===== config.mk =====
export PLATFORM = sky130hd
export DESIGN_NAME = fsm_empacotador_flat
export DESIGN_NICKNAME = d
export VERILOG_FILES = /design/src/rtl/fsm_empacotador_if.sv /design/src/rtl/fsm_empacotador.sv /design/src/flat_wrapper.sv
export SDC_FILE = /design/constraint.sdc
export NUM_CORES = 1
export LEC_CHECK = 0
export BUFFER_PORTS_ARGS = -buffer_cell sky130_fd_sc_hd__buf_2
export CAP_MARGIN = 10
export CELL_PAD_IN_SITES_DETAIL_PLACEMENT = 1
export CELL_PAD_IN_SITES_GLOBAL_PLACEMENT = 1
export CORE_ASPECT_RATIO = 1.5
export CORE_UTILIZATION = 37
export DETAILED_ROUTE_END_ITERATION = 8
export PLACE_DENSITY_LB_ADDON = 0.1
export SYNTH_ARGS = -nofsm -noshare
export SYNTH_HDL_FRONTEND = slang
export SYNTH_SLANG_ARGS = --single-unit

===== constraint.sdc =====
create_clock -name clk -period 2.5 [get_ports clk]
set_input_delay 0.125 -clock clk [delete_from_list [all_inputs] [get_ports clk]]
set_output_delay 0.125 -clock clk [all_outputs]
set_load 0.03 [all_outputs]

===== src/rtl/fsm_empacotador_if.sv =====
`timescale 1ns/1ps
// fsm_empacotador_if
//   Bundles the packing-stage signals exchanged between the line sequencer
//   (master) and the packing FSM (slave). Clock and reset stay outside.
//
//   garrafa_valida    master->slave  1-cycle pulse: approved bottle at exit
//   sensor_caixa      master->slave  level: case present under the arm
//   pronto_receber    slave->master  back-pressure, high only while receiving
//   braco_ativo       slave->master  pick-arm actuator
//   selagem_ativa     slave->master  sealer actuator
//   pedido_troca      slave->master  operator request to remove the full case
//   caixa_cheia       slave->master  1-cycle pulse per sealed case
//   garrafas_na_caixa slave->master  bottles in the current case
//   total_caixas      slave->master  sealed cases, saturating
//   erro_sequencia    slave->master  sticky sequence error
//   alarme_troca      slave->master  sticky swap timeout
interface fsm_empacotador_if #(
    parameter int GARRAFAS_POR_CAIXA = 12
);
    localparam int CW = $clog2(GARRAFAS_POR_CAIXA + 1);

    logic          garrafa_valida;
    logic          sensor_caixa;
    logic          pronto_receber;
    logic          braco_ativo;
    logic          selagem_ativa;
    logic          pedido_troca;
    logic          caixa_cheia;
    logic [CW-1:0] garrafas_na_caixa;
    logic [6:0]    total_caixas;
    logic          erro_sequencia;
    logic          alarme_troca;

    modport master (
        output garrafa_valida,
        output sensor_caixa,
        input  pronto_receber,
        input  braco_ativo,
        input  selagem_ativa,
        input  pedido_troca,
        input  caixa_cheia,
        input  garrafas_na_caixa,
        input  total_caixas,
        input  erro_sequencia,
        input  alarme_troca
    );

    modport slave (
        input  garrafa_valida,
        input  sensor_caixa,
        output pronto_receber,
        output braco_ativo,
        output selagem_ativa,
        output pedido_troca,
        output caixa_cheia,
        output garrafas_na_caixa,
        output total_caixas,
        output erro_sequencia,
        output alarme_troca
    );
endinterface


===== src/rtl/fsm_empacotador.sv =====
`timescale 1ns/1ps
// fsm_empacotador
//   Packing stage at the end of the bottling conveyor. Places each approved
//   bottle in the case under the arm, seals the case once it holds
//   GARRAFAS_POR_CAIXA bottles, pulses caixa_cheia per sealed case and asks
//   the operator to swap the case. pronto_receber is low whenever the arm or
//   the sealer is busy so the sequencer holds the conveyor motor.
//
//   Ports:
//     clk    system clock (50 MHz)
//     reset  synchronous, active-low
//     bus    fsm_empacotador_if.slave (see the interface file for signals)
//
//   Optional feature: define EMPACOTADOR_TIMEOUT_TROCA_EN to raise the sticky
//   alarme_troca when the full case is not removed within TIMEOUT_TROCA
//   cycles. Without it alarme_troca is tied low.
//
//   Moore machine: every output is a flop or a decode of the state flop, so
//   there is no combinational path from an input to an output.
module fsm_empacotador #(
    parameter int GARRAFAS_POR_CAIXA = 12,
    parameter int TEMPO_DEPOSITO     = 25,
    parameter int TEMPO_SELAGEM      = 50,
    parameter int TIMEOUT_TROCA      = 1000,
    parameter int MAX_CAIXAS         = 99
) (
    input  logic              clk,
    input  logic              reset,
    fsm_empacotador_if.slave  bus
);
    localparam int CW       = $clog2(GARRAFAS_POR_CAIXA + 1);
    localparam int T_MAX_DS = (TEMPO_DEPOSITO > TEMPO_SELAGEM) ? TEMPO_DEPOSITO : TEMPO_SELAGEM;
    localparam int T_MAX    = (T_MAX_DS > TIMEOUT_TROCA) ? T_MAX_DS : TIMEOUT_TROCA;
    localparam int TW       = $clog2(T_MAX + 1);

    // Last counter value of each timed phase: the phase lasts exactly N cycles.
    localparam logic [TW-1:0] FIM_DEPOSITO = TW'(TEMPO_DEPOSITO - 1);
    localparam logic [TW-1:0] FIM_SELAGEM  = TW'(TEMPO_SELAGEM - 1);
`ifdef EMPACOTADOR_TIMEOUT_TROCA_EN
    localparam logic [TW-1:0] FIM_TIMEOUT  = TW'(TIMEOUT_TROCA - 1);
`endif
    localparam logic [CW-1:0] CAIXA_CHEIA  = CW'(GARRAFAS_POR_CAIXA);
    localparam logic [6:0]    TOTAL_MAX    = 7'(MAX_CAIXAS);

    typedef enum logic [2:0] {
        ESPERA_CAIXA = 3'd0,
        RECEBE       = 3'd1,
        DEPOSITA     = 3'd2,
        SELA         = 3'd3,
        TROCA        = 3'd4
    } estado_t;

    estado_t         estado_q,      estado_d;
    logic [TW-1:0]   ciclos_q,      ciclos_d;
    logic [CW-1:0]   garrafas_q,    garrafas_d;
    logic [6:0]      total_q,       total_d;
    logic            caixa_cheia_q, caixa_cheia_d;
    logic            erro_q,        erro_d;
`ifdef EMPACOTADOR_TIMEOUT_TROCA_EN
    logic            alarme_q,      alarme_d;
`endif
    logic [CW-1:0]   proxima_contagem;
    logic            garrafa_fora;

    // Case counter that holds at the display limit instead of wrapping.
    function automatic logic [6:0] incrementa_saturado(input logic [6:0] valor);
        logic [6:0] resultado;
        if (valor >= TOTAL_MAX) begin
            resultado = TOTAL_MAX;
        end else begin
            resultado = valor + 7'd1;
        end
        return resultado;
    endfunction

    // Next-state, counter and status computation.
    always_comb begin
        estado_d         = estado_q;
        // The shared cycle counter defaults to zero; only phases that stay
        // put advance it, so every state entry starts the count at zero.
        ciclos_d         = {TW{1'b0}};
        garrafas_d       = garrafas_q;
        total_d          = total_q;
        caixa_cheia_d    = 1'b0;
        proxima_contagem = garrafas_q + CW'(1);
        // A bottle arriving while not receiving is dropped but flagged.
        garrafa_fora     = bus.garrafa_valida && (estado_q != RECEBE);
        erro_d           = erro_q | garrafa_fora;
`ifdef EMPACOTADOR_TIMEOUT_TROCA_EN
        alarme_d         = alarme_q;
`endif

        case (estado_q)
            ESPERA_CAIXA: begin
                if (bus.sensor_caixa) begin
                    estado_d = RECEBE;
                end else begin
                    estado_d = ESPERA_CAIXA;
                end
            end

            RECEBE: begin
                // Case removal takes priority; a simultaneous bottle is lost.
                if (!bus.sensor_caixa) begin
                    estado_d   = ESPERA_CAIXA;
                    garrafas_d = {CW{1'b0}};
                    erro_d     = 1'b1;
                end else if (bus.garrafa_valida) begin
                    estado_d = DEPOSITA;
                end else begin
                    estado_d = RECEBE;
                end
            end

            DEPOSITA: begin
                // Case removal here is ignored; the arm finishes its move.
                if (ciclos_q == FIM_DEPOSITO) begin
                    garrafas_d = proxima_contagem;
                    if (proxima_contagem == CAIXA_CHEIA) begin
                        estado_d = SELA;
                    end else begin
                        estado_d = RECEBE;
                    end
                end else begin
                    ciclos_d = ciclos_q + TW'(1);
                end
            end

            SELA: begin
                if (ciclos_q == FIM_SELAGEM) begin
                    estado_d      = TROCA;
                    caixa_cheia_d = 1'b1;
                    total_d       = incrementa_saturado(total_q);
                    garrafas_d    = {CW{1'b0}};
                end else begin
                    ciclos_d = ciclos_q + TW'(1);
                end
            end

            TROCA: begin
                if (!bus.sensor_caixa) begin
                    estado_d = ESPERA_CAIXA;
                end else begin
`ifdef EMPACOTADOR_TIMEOUT_TROCA_EN
                    // Counter parks at the limit so the alarm keeps being set.
                    if (ciclos_q == FIM_TIMEOUT) begin
                        alarme_d = 1'b1;
                        ciclos_d = ciclos_q;
                    end else begin
                        ciclos_d = ciclos_q + TW'(1);
                    end
`else
                    estado_d = TROCA;
`endif
                end
            end

            default: begin
                estado_d   = ESPERA_CAIXA;
                garrafas_d = {CW{1'b0}};
            end
        endcase
    end

    // State and datapath registers with synchronous active-low reset.
    always_ff @(posedge clk) begin
        if (!reset) begin
            estado_q      <= ESPERA_CAIXA;
            ciclos_q      <= {TW{1'b0}};
            garrafas_q    <= {CW{1'b0}};
            total_q       <= 7'd0;
            caixa_cheia_q <= 1'b0;
            erro_q        <= 1'b0;
        end else begin
            estado_q      <= estado_d;
            ciclos_q      <= ciclos_d;
            garrafas_q    <= garrafas_d;
            total_q       <= total_d;
            caixa_cheia_q <= caixa_cheia_d;
            erro_q        <= erro_d;
        end
    end

`ifdef EMPACOTADOR_TIMEOUT_TROCA_EN
    // Sticky swap-timeout flag, cleared only by reset.
    always_ff @(posedge clk) begin
        if (!reset) begin
            alarme_q <= 1'b0;
        end else begin
            alarme_q <= alarme_d;
        end
    end

    assign bus.alarme_troca = alarme_q;
`else
    assign bus.alarme_troca = 1'b0;
`endif

    // Actuators and handshake are pure decodes of the state register.
    assign bus.pronto_receber    = (estado_q == RECEBE);
    assign bus.braco_ativo       = (estado_q == DEPOSITA);
    assign bus.selagem_ativa     = (estado_q == SELA);
    assign bus.pedido_troca      = (estado_q == TROCA);
    assign bus.caixa_cheia       = caixa_cheia_q;
    assign bus.garrafas_na_caixa = garrafas_q;
    assign bus.total_caixas      = total_q;
    assign bus.erro_sequencia    = erro_q;
endmodule


===== src/flat_wrapper.sv =====
// flat-port wrapper written by rule: the top's interface ports become plain ports
module fsm_empacotador_flat 
#(
    parameter int GARRAFAS_POR_CAIXA = 12,
    parameter int TEMPO_DEPOSITO     = 25,
    parameter int TEMPO_SELAGEM      = 50,
    parameter int TIMEOUT_TROCA      = 1000,
    parameter int MAX_CAIXAS         = 99
)
  (clk, reset, bus_garrafa_valida, bus_sensor_caixa, bus_pronto_receber, bus_braco_ativo, bus_selagem_ativa, bus_pedido_troca, bus_caixa_cheia, bus_garrafas_na_caixa, bus_total_caixas, bus_erro_sequencia, bus_alarme_troca);
  fsm_empacotador_if #(.GARRAFAS_POR_CAIXA(GARRAFAS_POR_CAIXA)) bus_i ();
  input  logic clk;
  input  logic reset;
  input wire logic [$bits(bus_i.garrafa_valida)-1:0] bus_garrafa_valida;
  input wire logic [$bits(bus_i.sensor_caixa)-1:0] bus_sensor_caixa;
  output wire logic [$bits(bus_i.pronto_receber)-1:0] bus_pronto_receber;
  output wire logic [$bits(bus_i.braco_ativo)-1:0] bus_braco_ativo;
  output wire logic [$bits(bus_i.selagem_ativa)-1:0] bus_selagem_ativa;
  output wire logic [$bits(bus_i.pedido_troca)-1:0] bus_pedido_troca;
  output wire logic [$bits(bus_i.caixa_cheia)-1:0] bus_caixa_cheia;
  output wire logic [$bits(bus_i.garrafas_na_caixa)-1:0] bus_garrafas_na_caixa;
  output wire logic [$bits(bus_i.total_caixas)-1:0] bus_total_caixas;
  output wire logic [$bits(bus_i.erro_sequencia)-1:0] bus_erro_sequencia;
  output wire logic [$bits(bus_i.alarme_troca)-1:0] bus_alarme_troca;
  assign bus_i.garrafa_valida = bus_garrafa_valida;
  assign bus_i.sensor_caixa = bus_sensor_caixa;
  assign bus_pronto_receber = bus_i.pronto_receber;
  assign bus_braco_ativo = bus_i.braco_ativo;
  assign bus_selagem_ativa = bus_i.selagem_ativa;
  assign bus_pedido_troca = bus_i.pedido_troca;
  assign bus_caixa_cheia = bus_i.caixa_cheia;
  assign bus_garrafas_na_caixa = bus_i.garrafas_na_caixa;
  assign bus_total_caixas = bus_i.total_caixas;
  assign bus_erro_sequencia = bus_i.erro_sequencia;
  assign bus_alarme_troca = bus_i.alarme_troca;
  fsm_empacotador #(.GARRAFAS_POR_CAIXA(GARRAFAS_POR_CAIXA), .TEMPO_DEPOSITO(TEMPO_DEPOSITO), .TEMPO_SELAGEM(TEMPO_SELAGEM), .TIMEOUT_TROCA(TIMEOUT_TROCA), .MAX_CAIXAS(MAX_CAIXAS)) u_core (.clk(clk), .reset(reset), .bus(bus_i));
endmodule

==> results.ini, run 1 <==
[outcome]
outcome=finished clean

[clock_network]
clkLatencyLatePin_ns=0.28
cts_hold_buf=0
path_clk_slew_ns=0.09
cts_inserted_buffers=3
cts.htree.levels=1
cts_tree=yes
cts_resized=0
root_buffer=clkbuf_8
post_cts_buffers=0
cts_buffer_depth=2
numClockSinks=26

[synthesis]
synth_cell_types=44
muxShareOfSynthArea_pct=0.768
synth_fa_ha_area_share_pct=4.80
synth.area.top_cells=dfxtp_1 (40%), nor2_1 (6.9%), ha_1 (4.8%), nand2_1 (4.3%), xnor2_1 (3.4%)
synth-xor-area-share_pct=5.38
ys.flop_type=dfxtp_1
synthesis.nets=165
syn_inst=156
synth-simple-area-share_pct=30.9
synth_top_family_by_area=simple AND/OR/NAND/NOR gates
synth_top_cell_by_area=dfxtp_1
synth_seq_area_share_pct=40.0
synth_compound_area_share_pct=13.5
ys_ff_latch=26
syn_area_sq_um=1300
syn_area_per_cell_sq_um=8.35
async_flop_share_pct=0
synth-edff-count=0
synth_warnings=0
synth.top_cell.area_share_pct=40.0

[route]
drtAntennaViolNets=0
via_count=1170
via_per_inst=5.42
drc=0
avgRoutedWirePerCell_um=14.5
drtIter0Drc=27
wl_um=3120
dr.pass1.iters=4

[critical_path]
crit_family=simple AND/OR/NAND/NOR gates
path_cells=or4_1 -> nor4_4 -> nand4_1 -> nor3_1 -> o21a_1
crit_path_end_kind=flip-flop
path_depth=5
start_kind=flip-flop
slowest_stage=or4_1
slowest_delay_ns=0.68
reg2reg_depth=5
crit_fanout=10
crit_arrival_ns=2.34
crit_type=reg -> reg
cp.required_ns=2.73
path_buf_inv=0

[die]
die_width_um=50.4
dieArea_sq_um=3770
fp-row-count=26
start_util_pct=38.5
coreArea_sq_um=3380
ios=22
die_y_um=74.7

[sta]
finalClockSkew_ns=0.00575
min_period_ns=2.12
setup_tns_ns=0
fmax_mhz=472
grt_setup_unrepaired=no
slew_headroom_pct=67.0
worst_hold_slack_ns=0.169
final_max_slew_viol_count=0
timing.final.ws_setup_ns=0.383
worst_pin_slew_ns=0.492
setup_viol=0
finalCritPeriodShare_pct=84.7
hold_viol=0

[grt]
grt_overflow=0
grt_pass1_vias=1139
antenna_found_initial=0
grt_pass1_wl_um=5200
grt_max_degree=15
track_usage_pct=18.1

[final_layout]
drive_gt1_share_pct=17.2
nets=184
stdcell_count=216
synthToLayoutAreaGrowth_pct=13.6
n_antenna_cell=0

[power_and_ir_drop]
p_leak_nw=0.582
p_sw_share_pct=24.2
pwr-share-seq_pct=56.0
p_per_area_nw_per_um2=513
p_sw_mw=0.184
pwr-share-comb_pct=6.7
p_total_mw=0.759
internal-power_mw=0.575
vdd_drop_max_mv=0.283
clockPowerShare_pct=37.3

[placement]
io_buffer_count=20
pre_cts_slack_ns=0.377
globalplace.congestion=0.715
place_inst=212
dp_hpwl_um=2440

[hold_path]
hold_class=in -> reg
hold_path_depth=2

[run]
drv_cap=0

[per-layer routing]
metal	GRT usage (%)	up-vias	routed length (um)
li1	-	581	-
met1	20.0	573	1300
met2	34.2	11	1710
met3	2.02	5	55
met4	8.64	0	53
met5	0	-	0
[path summary, 6_finish.rpt]
kind	start	end	slack (ns)
worst min-delay path	reset	u_core.bus.total_caixas[4]	0.17
worst max-delay path	u_core.ciclos_q[2]	u_core.bus.total_caixas[4]	0.38
worst min register to register	u_core.bus.erro_sequencia	u_core.bus.erro_sequencia	0.47
worst max register to register	u_core.ciclos_q[2]	u_core.bus.total_caixas[4]	0.38
[area by class of cell]
class	instances	area, sq um
flip-flops and latches	26	520
inverters	7	26.3
fillers	443	1900
repair buffers	20	100
clock buffers	4	55.1
well taps	42	52.6
multi-input cells	117	726
[layout by cell type (no fill, tap or decap), drive strengths merged, types with 2 or more instances in the layout]
cell type	n
a211oi	3
a21oi	7
and2	2
and3	3
buf	20
clkbuf	4
dfxtp	26
ha	5
inv	6
nand2	15
nand3	6
nand3b	4
nand4	3
nand4b	2
nor2	24
nor2b	2
nor3	5
nor3b	2
nor4	3
o21a	2
o21ai	4
o22ai	2
o31ai	2
xnor2	5
xor2	3
[synth_stat cells (3+ instances only)]
library cell / n
inv_1: 6
nand3_1: 6
a21oi_1: 7
a211oi_1: 3
dfxtp_1: 26
nor2_1: 24
ha_1: 5
nand2_1: 15
xor2_1: 3
buf_2: 3
xnor2_1: 5
nand4_1: 3
and3_1: 3
nor3_1: 4
o21ai_0: 4
nand3b_1: 4
[state kept, by name, indices dropped and copies added, names as in the netlist]
name,count
u_core.ciclos_q,10
u_core.bus.total_caixas,7
u_core.bus.garrafas_na_caixa,4
u_core.estado_q,3
u_core.bus.caixa_cheia,1
u_core.bus.erro_sequencia,1
[stage by stage]
step	instance area (sq um)	util, %
after floorplan	1300	-
after global placement	1430	42.1
after detailed placement	1430	42.1
after CTS	1480	43.8
after global routing	1480	43.8
final	1480	43.8
[power by group through the flow]
stage / combinational, mW / clock [mW] / sequential [mW]
2_1_floorplan: 0.0385 / 0 / 0.433
3_3_place_gp: 0.0497 / 0 / 0.435
3_5_place_dp: 0.0514 / 0 / 0.435
4_1_cts: 0.0514 / 0.293 / 0.425
5_1_grt: 0.0555 / 0.308 / 0.427
6_report: 0.0507 / 0.283 / 0.425
[cell families (layout without fill, tap and decap cells)]
logic type / count (synthesis) / in the layout
AND/OR/NAND/NOR: 75 / 75
AO/OA/AOI/OAI: 27 / 27
flip-flops: 26 / 26
buffers and inverters: 13 / 31
XOR/XNOR: 8 / 8
adder cells (fa/ha/maj): 5 / 5
other: 1 / 1
multiplexers: 1 / 1
[worst reg2reg max path, cell delays in order (launching register included)]
cell     delay (ns)
dfxtp_1        0.36
or4_1          0.68
nor4_4         0.50
nand4_1        0.21
nor3_1         0.19
o21a_1         0.13
(Power assumes the default switching activity.)
==> run 2, diff against run 1 <==
==> constraint.sdc (replaced) <==
create_clock -name clk -period 2 [get_ports clk]
set_input_delay 0.1 -clock clk [delete_from_list [all_inputs] [get_ports clk]]
set_output_delay 0.1 -clock clk [all_outputs]
set_load 0.03 [all_outputs]
==> run 2 against run 1 <==
  * Clock power up 57%
  * Fmax up 14%
  * Flip-flop and latch count unchanged
  * Count of clock-buffer cells in the layout down 1
  * Routed wire length up 4.5%
  * Combinational power up 48%
  * Via count up 3.0%
  * Critical path depth up 1
  * Die area unchanged
  * Power up 38%
  * Highest routed layer unchanged
==> results.ini, run 2 (synthesized netlist as in run 1, its figures left out) <==
[outcome]
outcome=finished clean

[die]
fp-row-count=26
start_util_pct=38.5
dieArea_sq_um=3770
die_y_um=74.7
die_width_um=50.4
ios=22
coreArea_sq_um=3380

[power_and_ir_drop]
pwr-share-seq_pct=50.5
p_leak_nw=0.634
pwr-share-comb_pct=7.2
p_sw_share_pct=22.0
clockPowerShare_pct=42.3
p_per_area_nw_per_um2=661
p_sw_mw=0.230
internal-power_mw=0.816
vdd_drop_max_mv=0.356

[clock_network]
cts.htree.levels=1
clkLatencyLatePin_ns=0.28
cts_inserted_buffers=3
cts_tree=yes
cts_buffer_depth=2
root_buffer=clkbuf_8
path_clk_slew_ns=0.10
numClockSinks=26

[grt]
grt_max_degree=16
grt_pass1_vias=1198
grt_overflow=0
track_usage_pct=18.8
grt_pass1_wl_um=5340
antenna_found_initial=0

[route]
drtAntennaViolNets=0
drtIter0Drc=21
drc=0
dr.pass1.iters=4
avgRoutedWirePerCell_um=14.6
via_count=1205
wl_um=3260
via_per_inst=5.38

[critical_path]
reg2reg_depth=6
crit_fanout=7
crit_path_start=u_core.ciclos_q[7]
crit_path_end_kind=flip-flop
cp.required_ns=2.17
crit_type=reg -> reg
crit_arrival_ns=2.03
rrSetupSlack_ns=0.14
reg2reg_from=u_core.ciclos_q[7]
worstReg2RegEnd=u_core.bus.total_caixas[5]
start_kind=flip-flop

[final_layout]
drive_gt1_share_pct=24.2
synthToLayoutAreaGrowth_pct=21.5
nets=192
final_common_cell=dfxtp_1
largest_register_ffs=10
top_register=u_core.ciclos_q
n_antenna_cell=0
final_cell_area_sq_um=1580
stdcell_count=224
final_cell_mix=dfxtp_1 (26), nor2_1 (23), buf_2 (20)

[sta]
timing.final.ws_setup_ns=0.140
fmax_mhz=538
finalClockSkew_ns=0.00849
worst_hold_slack_ns=0.162
finalCritPeriodShare_pct=93.0
setup_tns_ns=0
grt_setup_unrepaired=no
hold_viol=0
min_period_ns=1.86
final_max_slew_viol_count=0
setup_viol=0

[placement]
dp_hpwl_um=2500
io_buffer_count=20
globalplace.congestion=0.710
place_inst=219
post_dp_cell_area_sq_um=1480
pre_cts_slack_ns=-0.0190

[hold_path]
min_to=u_core.bus.total_caixas[4]
min_from=reset
hold_class=in -> reg
hold_path_depth=2

[run]
drv_cap=0

run 2: power groups by stage:
stage / Sequential, mW / Combinational, mW / Clock (mW)
after floorplan: 0.541 / 0.0481 / 0
after global placement: 0.540 / 0.0710 / 0
after detailed placement: 0.541 / 0.0731 / 0
after CTS: 0.529 / 0.0754 / 0.455
after global routing: 0.530 / 0.0818 / 0.471
final: 0.529 / 0.0749 / 0.443
run 2: worst max path at each step:
stage	slack (ns)	endpoint	depth (start not counted)
6_report	0.14	u_core.bus.total_caixas[5]	6
5_1_grt	0.04	u_core.bus.garrafas_na_caixa[3]	4
4_1_cts	0.03	u_core.bus.total_caixas[5]	6
3_5_place_dp	-0.02	u_core.estado_q[1]	5
3_3_place_gp	0.05	u_core.estado_q[1]	5
2_1_floorplan	0.11	u_core.estado_q[1]	4
run 2: area by class of cell:
type | count | area, sq um
fillers | 433 | 1800
multi-input cells | 117 | 752
flip-flops and latches | 26 | 520
repair buffers | 28 | 160
well taps | 42 | 52.6
clock buffers | 3 | 41.3
clock inverters | 1 | 30.0
inverters | 7 | 26.3
run 2: per-layer routing:
metal | up-vias | track usage, % | wire [um]
met5 | - | 0 | 0
met4 | 0 | 10.5 | 82
met3 | 6 | 1.21 | 57
met2 | 16 | 36.7 | 1790
met1 | 584 | 19.7 | 1340
li1 | 599 | - | -
run 2: timing repair:
action / in CTS / in global routing
endpoints found under the hold margin: 0 / 0
gates resized for setup: 3 / 3
hold buffers: 0 / 0
endpoints found under the setup margin: 4 / 22
cloned: 0 / 0
buffers inserted: 1 / 0
pin swaps: 0 / 1
run 2: worst max-delay path: stages, from the launching register on:
cell	delay, ns
dfxtp_1	0.36
or4_4	0.58
nor4_4	0.23
buf_4	0.18
nand4_1	0.14
nor3_1	0.19
a211oi_1	0.08
run 2: stage by stage:
stage               util (%)  total power, mW
global placement        43.7            0.611
global route            46.8             1.08
detailed placement      43.7            0.614
CTS                     46.4             1.06
floorplan                  -            0.590
finish                  46.8             1.05
==> run 3, diff against run 2 <==
--- a/config.mk
+++ b/config.mk
@@ -5,7 +5,7 @@
 export SDC_FILE = /design/constraint.sdc
 export NUM_CORES = 1
 export LEC_CHECK = 0
-export BUFFER_PORTS_ARGS = -buffer_cell sky130_fd_sc_hd__buf_2
+export BUFFER_PORTS_ARGS = -buffer_cell sky130_fd_sc_hd__buf_4
 export CAP_MARGIN = 10
 export CELL_PAD_IN_SITES_DETAIL_PLACEMENT = 1
 export CELL_PAD_IN_SITES_GLOBAL_PLACEMENT = 1
==> run 3 against run 2 <==
  * Design area increased by 1.3%
  * Global-route usage decreased by 0.50 points
  * Clock power decreased by 22%
  * Count of clock-buffer cells in the layout increased by 1
  * Sequential power about the same
  * Routed wire length decreased by 0.64%
  * Sequential share of layout area decreased by 0.41 points
  * Fmax decreased by 1.7%
  * Setup slack got worse by 0.032 ns
  * Clock skew decreased by 0.0024 ns
  * Register-to-register slack got worse by 0.03 ns
  * Die area unchanged
  * Critical endpoint is now u_core.bus.garrafas_na_caixa[1]
  * Highest routed layer unchanged
==> results.ini, run 3 (synthesized netlist as in run 1, its figures left out) <==
[placement]
pre_cts_slack_ns=0.0125
globalplace.congestion=0.707
dp_hpwl_um=2470
io_buffer_count=20

[grt]
grt_max_degree=15
grt-busiest-layer=met2
grt_overflow=0
grt_pass1_vias=1184
use_met2_pct=33.8
track_usage_pct=18.3
grt_pass1_wl_um=5290
grt_use_met3_pct=2.63
met1_usage_pct=20.5
antenna_found_initial=0

[final_layout]
n_antenna_cell=0
nFillCells=424
final_cell_mix=buf_4 (28), dfxtp_1 (26), nor2_1 (24)
top_register=u_core.ciclos_q
nets=192
drive_gt1_share_pct=22.5
largest_register_ffs=10
synthToLayoutAreaGrowth_pct=23.1
final-seq-area_sq_um=520
multi_input_area_sq_um=738
final_common_cell=buf_4

[power_and_ir_drop]
pwr-share-comb_pct=8.3
p_sw_mw=0.224
internal-power_mw=0.728
vdd_drop_max_mv=0.487
p_leak_nw=0.629
pwr-share-seq_pct=55.5
p_sw_share_pct=23.5
clockPowerShare_pct=36.2
p_per_area_nw_per_um2=594

[route]
drtIter0Drc=9
avgRoutedWirePerCell_um=14.5
drc=0
dr.pass1.iters=2
via_per_inst=5.37
wl_um=3240
via_count=1203
drtAntennaViolNets=0

[critical_path]
start_kind=flip-flop
crit_type=reg -> reg
crit_path_end_kind=flip-flop
crit_family=simple AND/OR/NAND/NOR gates
slowest_stage=or4_4
path_buf_inv=0
crit_fanout=5
cp.required_ns=2.21
slowest_delay_ns=0.58
path_cells=or4_4 -> nor3_2 -> o22ai_2 -> nor2_1 -> mux2i_1
crit_arrival_ns=2.10

[clock_network]
cts_inserted_buffers=3
clkLatencyLatePin_ns=0.27
numClockSinks=26
cts_buffer_depth=2
cts.htree.levels=1
path_clk_slew_ns=0.10
cts_tree=yes
root_buffer=clkbuf_8

[die]
ios=22
fp-row-count=26
coreArea_sq_um=3380
start_util_pct=38.5
die_y_um=74.7
die_width_um=50.4
dieArea_sq_um=3770

[sta]
finalCritPeriodShare_pct=94.6
timing.final.ws_setup_ns=0.107
finalClockSkew_ns=0.00607
setup_viol=0
grt_setup_unrepaired=no
min_period_ns=1.89
hold_viol=0
fmax_mhz=528
setup_tns_ns=0
final_max_slew_viol_count=0

[hold_path]
hold_class=in -> reg

[outcome]
outcome=finished clean

[run]
drv_cap=0

==> run 3: changes by cell type in the layout (fill, tap and decap cells not counted), sizes merged <==
| cell | delta |
|---|---|
| bufinv | -1 |
| clkbuf | +1 |
==> run 3: per-stage QoR <==
| step | hold WS, ns | std cells | util [%] | instance area (sq um) | power [mW] |
|---|---|---|---|---|---|
| finish | 0.139 | 224 | 47.4 | 1600 | 0.953 |
| global route | 0.139 | 224 | 47.4 | 1600 | 0.989 |
| CTS | 0.135 | 224 | 47.1 | 1590 | 0.961 |
| detailed placement | 0.425 | 220 | 45.4 | 1540 | 0.619 |
| global placement | 0.414 | 220 | 45.4 | 1540 | 0.616 |
| floorplan | 0.289 | 156 | - | 1300 | 0.590 |
==> run 3: final cells by class <==
cell class	instances	area share, %
multi-input combinational	117	46.1
sequential	26	32.5
timing repair buffer	28	13.1
clock buffer	4	3.43
tap	42	3.28
inverter	7	1.64
==> run 3: worst reg2reg max path: cells and delay by family (launching register included) <==
family | cells | cell delay [ns]
DFF | 1 | 0.35
AOI/OAI and AO/OA | 1 | 0.16
muxes | 1 | 0.21
and+or+nand+nor | 3 | 1.12
==> run 3: power by group through the flow <==
stage	combinational [mW]	clock, mW	sequential (mW)
floorplan	0.0481	0	0.541
global placement	0.0757	0	0.540
detailed placement	0.0781	0	0.541
CTS	0.0786	0.354	0.529
global route	0.0862	0.373	0.530
finish	0.0790	0.345	0.529
==> run 3: worst paths after layout <==
kind | startpoint | to | slack [ns] | cells past startpoint
worst max-delay path | u_core.ciclos_q[7] | u_core.bus.garrafas_na_caixa[1] | 0.11 | 5
worst min-delay path | reset | u_core.bus.total_caixas[4] | 0.14 | 2
worst max register to register | u_core.ciclos_q[7] | u_core.bus.garrafas_na_caixa[1] | 0.11 | 5
worst min register to register | u_core.bus.erro_sequencia | u_core.bus.erro_sequencia | 0.48 | 2
==> run 3: what timing repair did <==
action                                  4_1_cts  5_1_grt
resized for setup                             1        2
pin swaps                                     0        0
hold buffers                                  0        0
buffers inserted                              0        0
hold endpoints to repair                      0        0
endpoints found under the setup margin        3       10
==> run 3: metal layers <==
metal  vias up  wire [um]
met1       581       1380
met3         8         63
met5         -          0
met4         0         87
met2        16       1710
li1        598          -
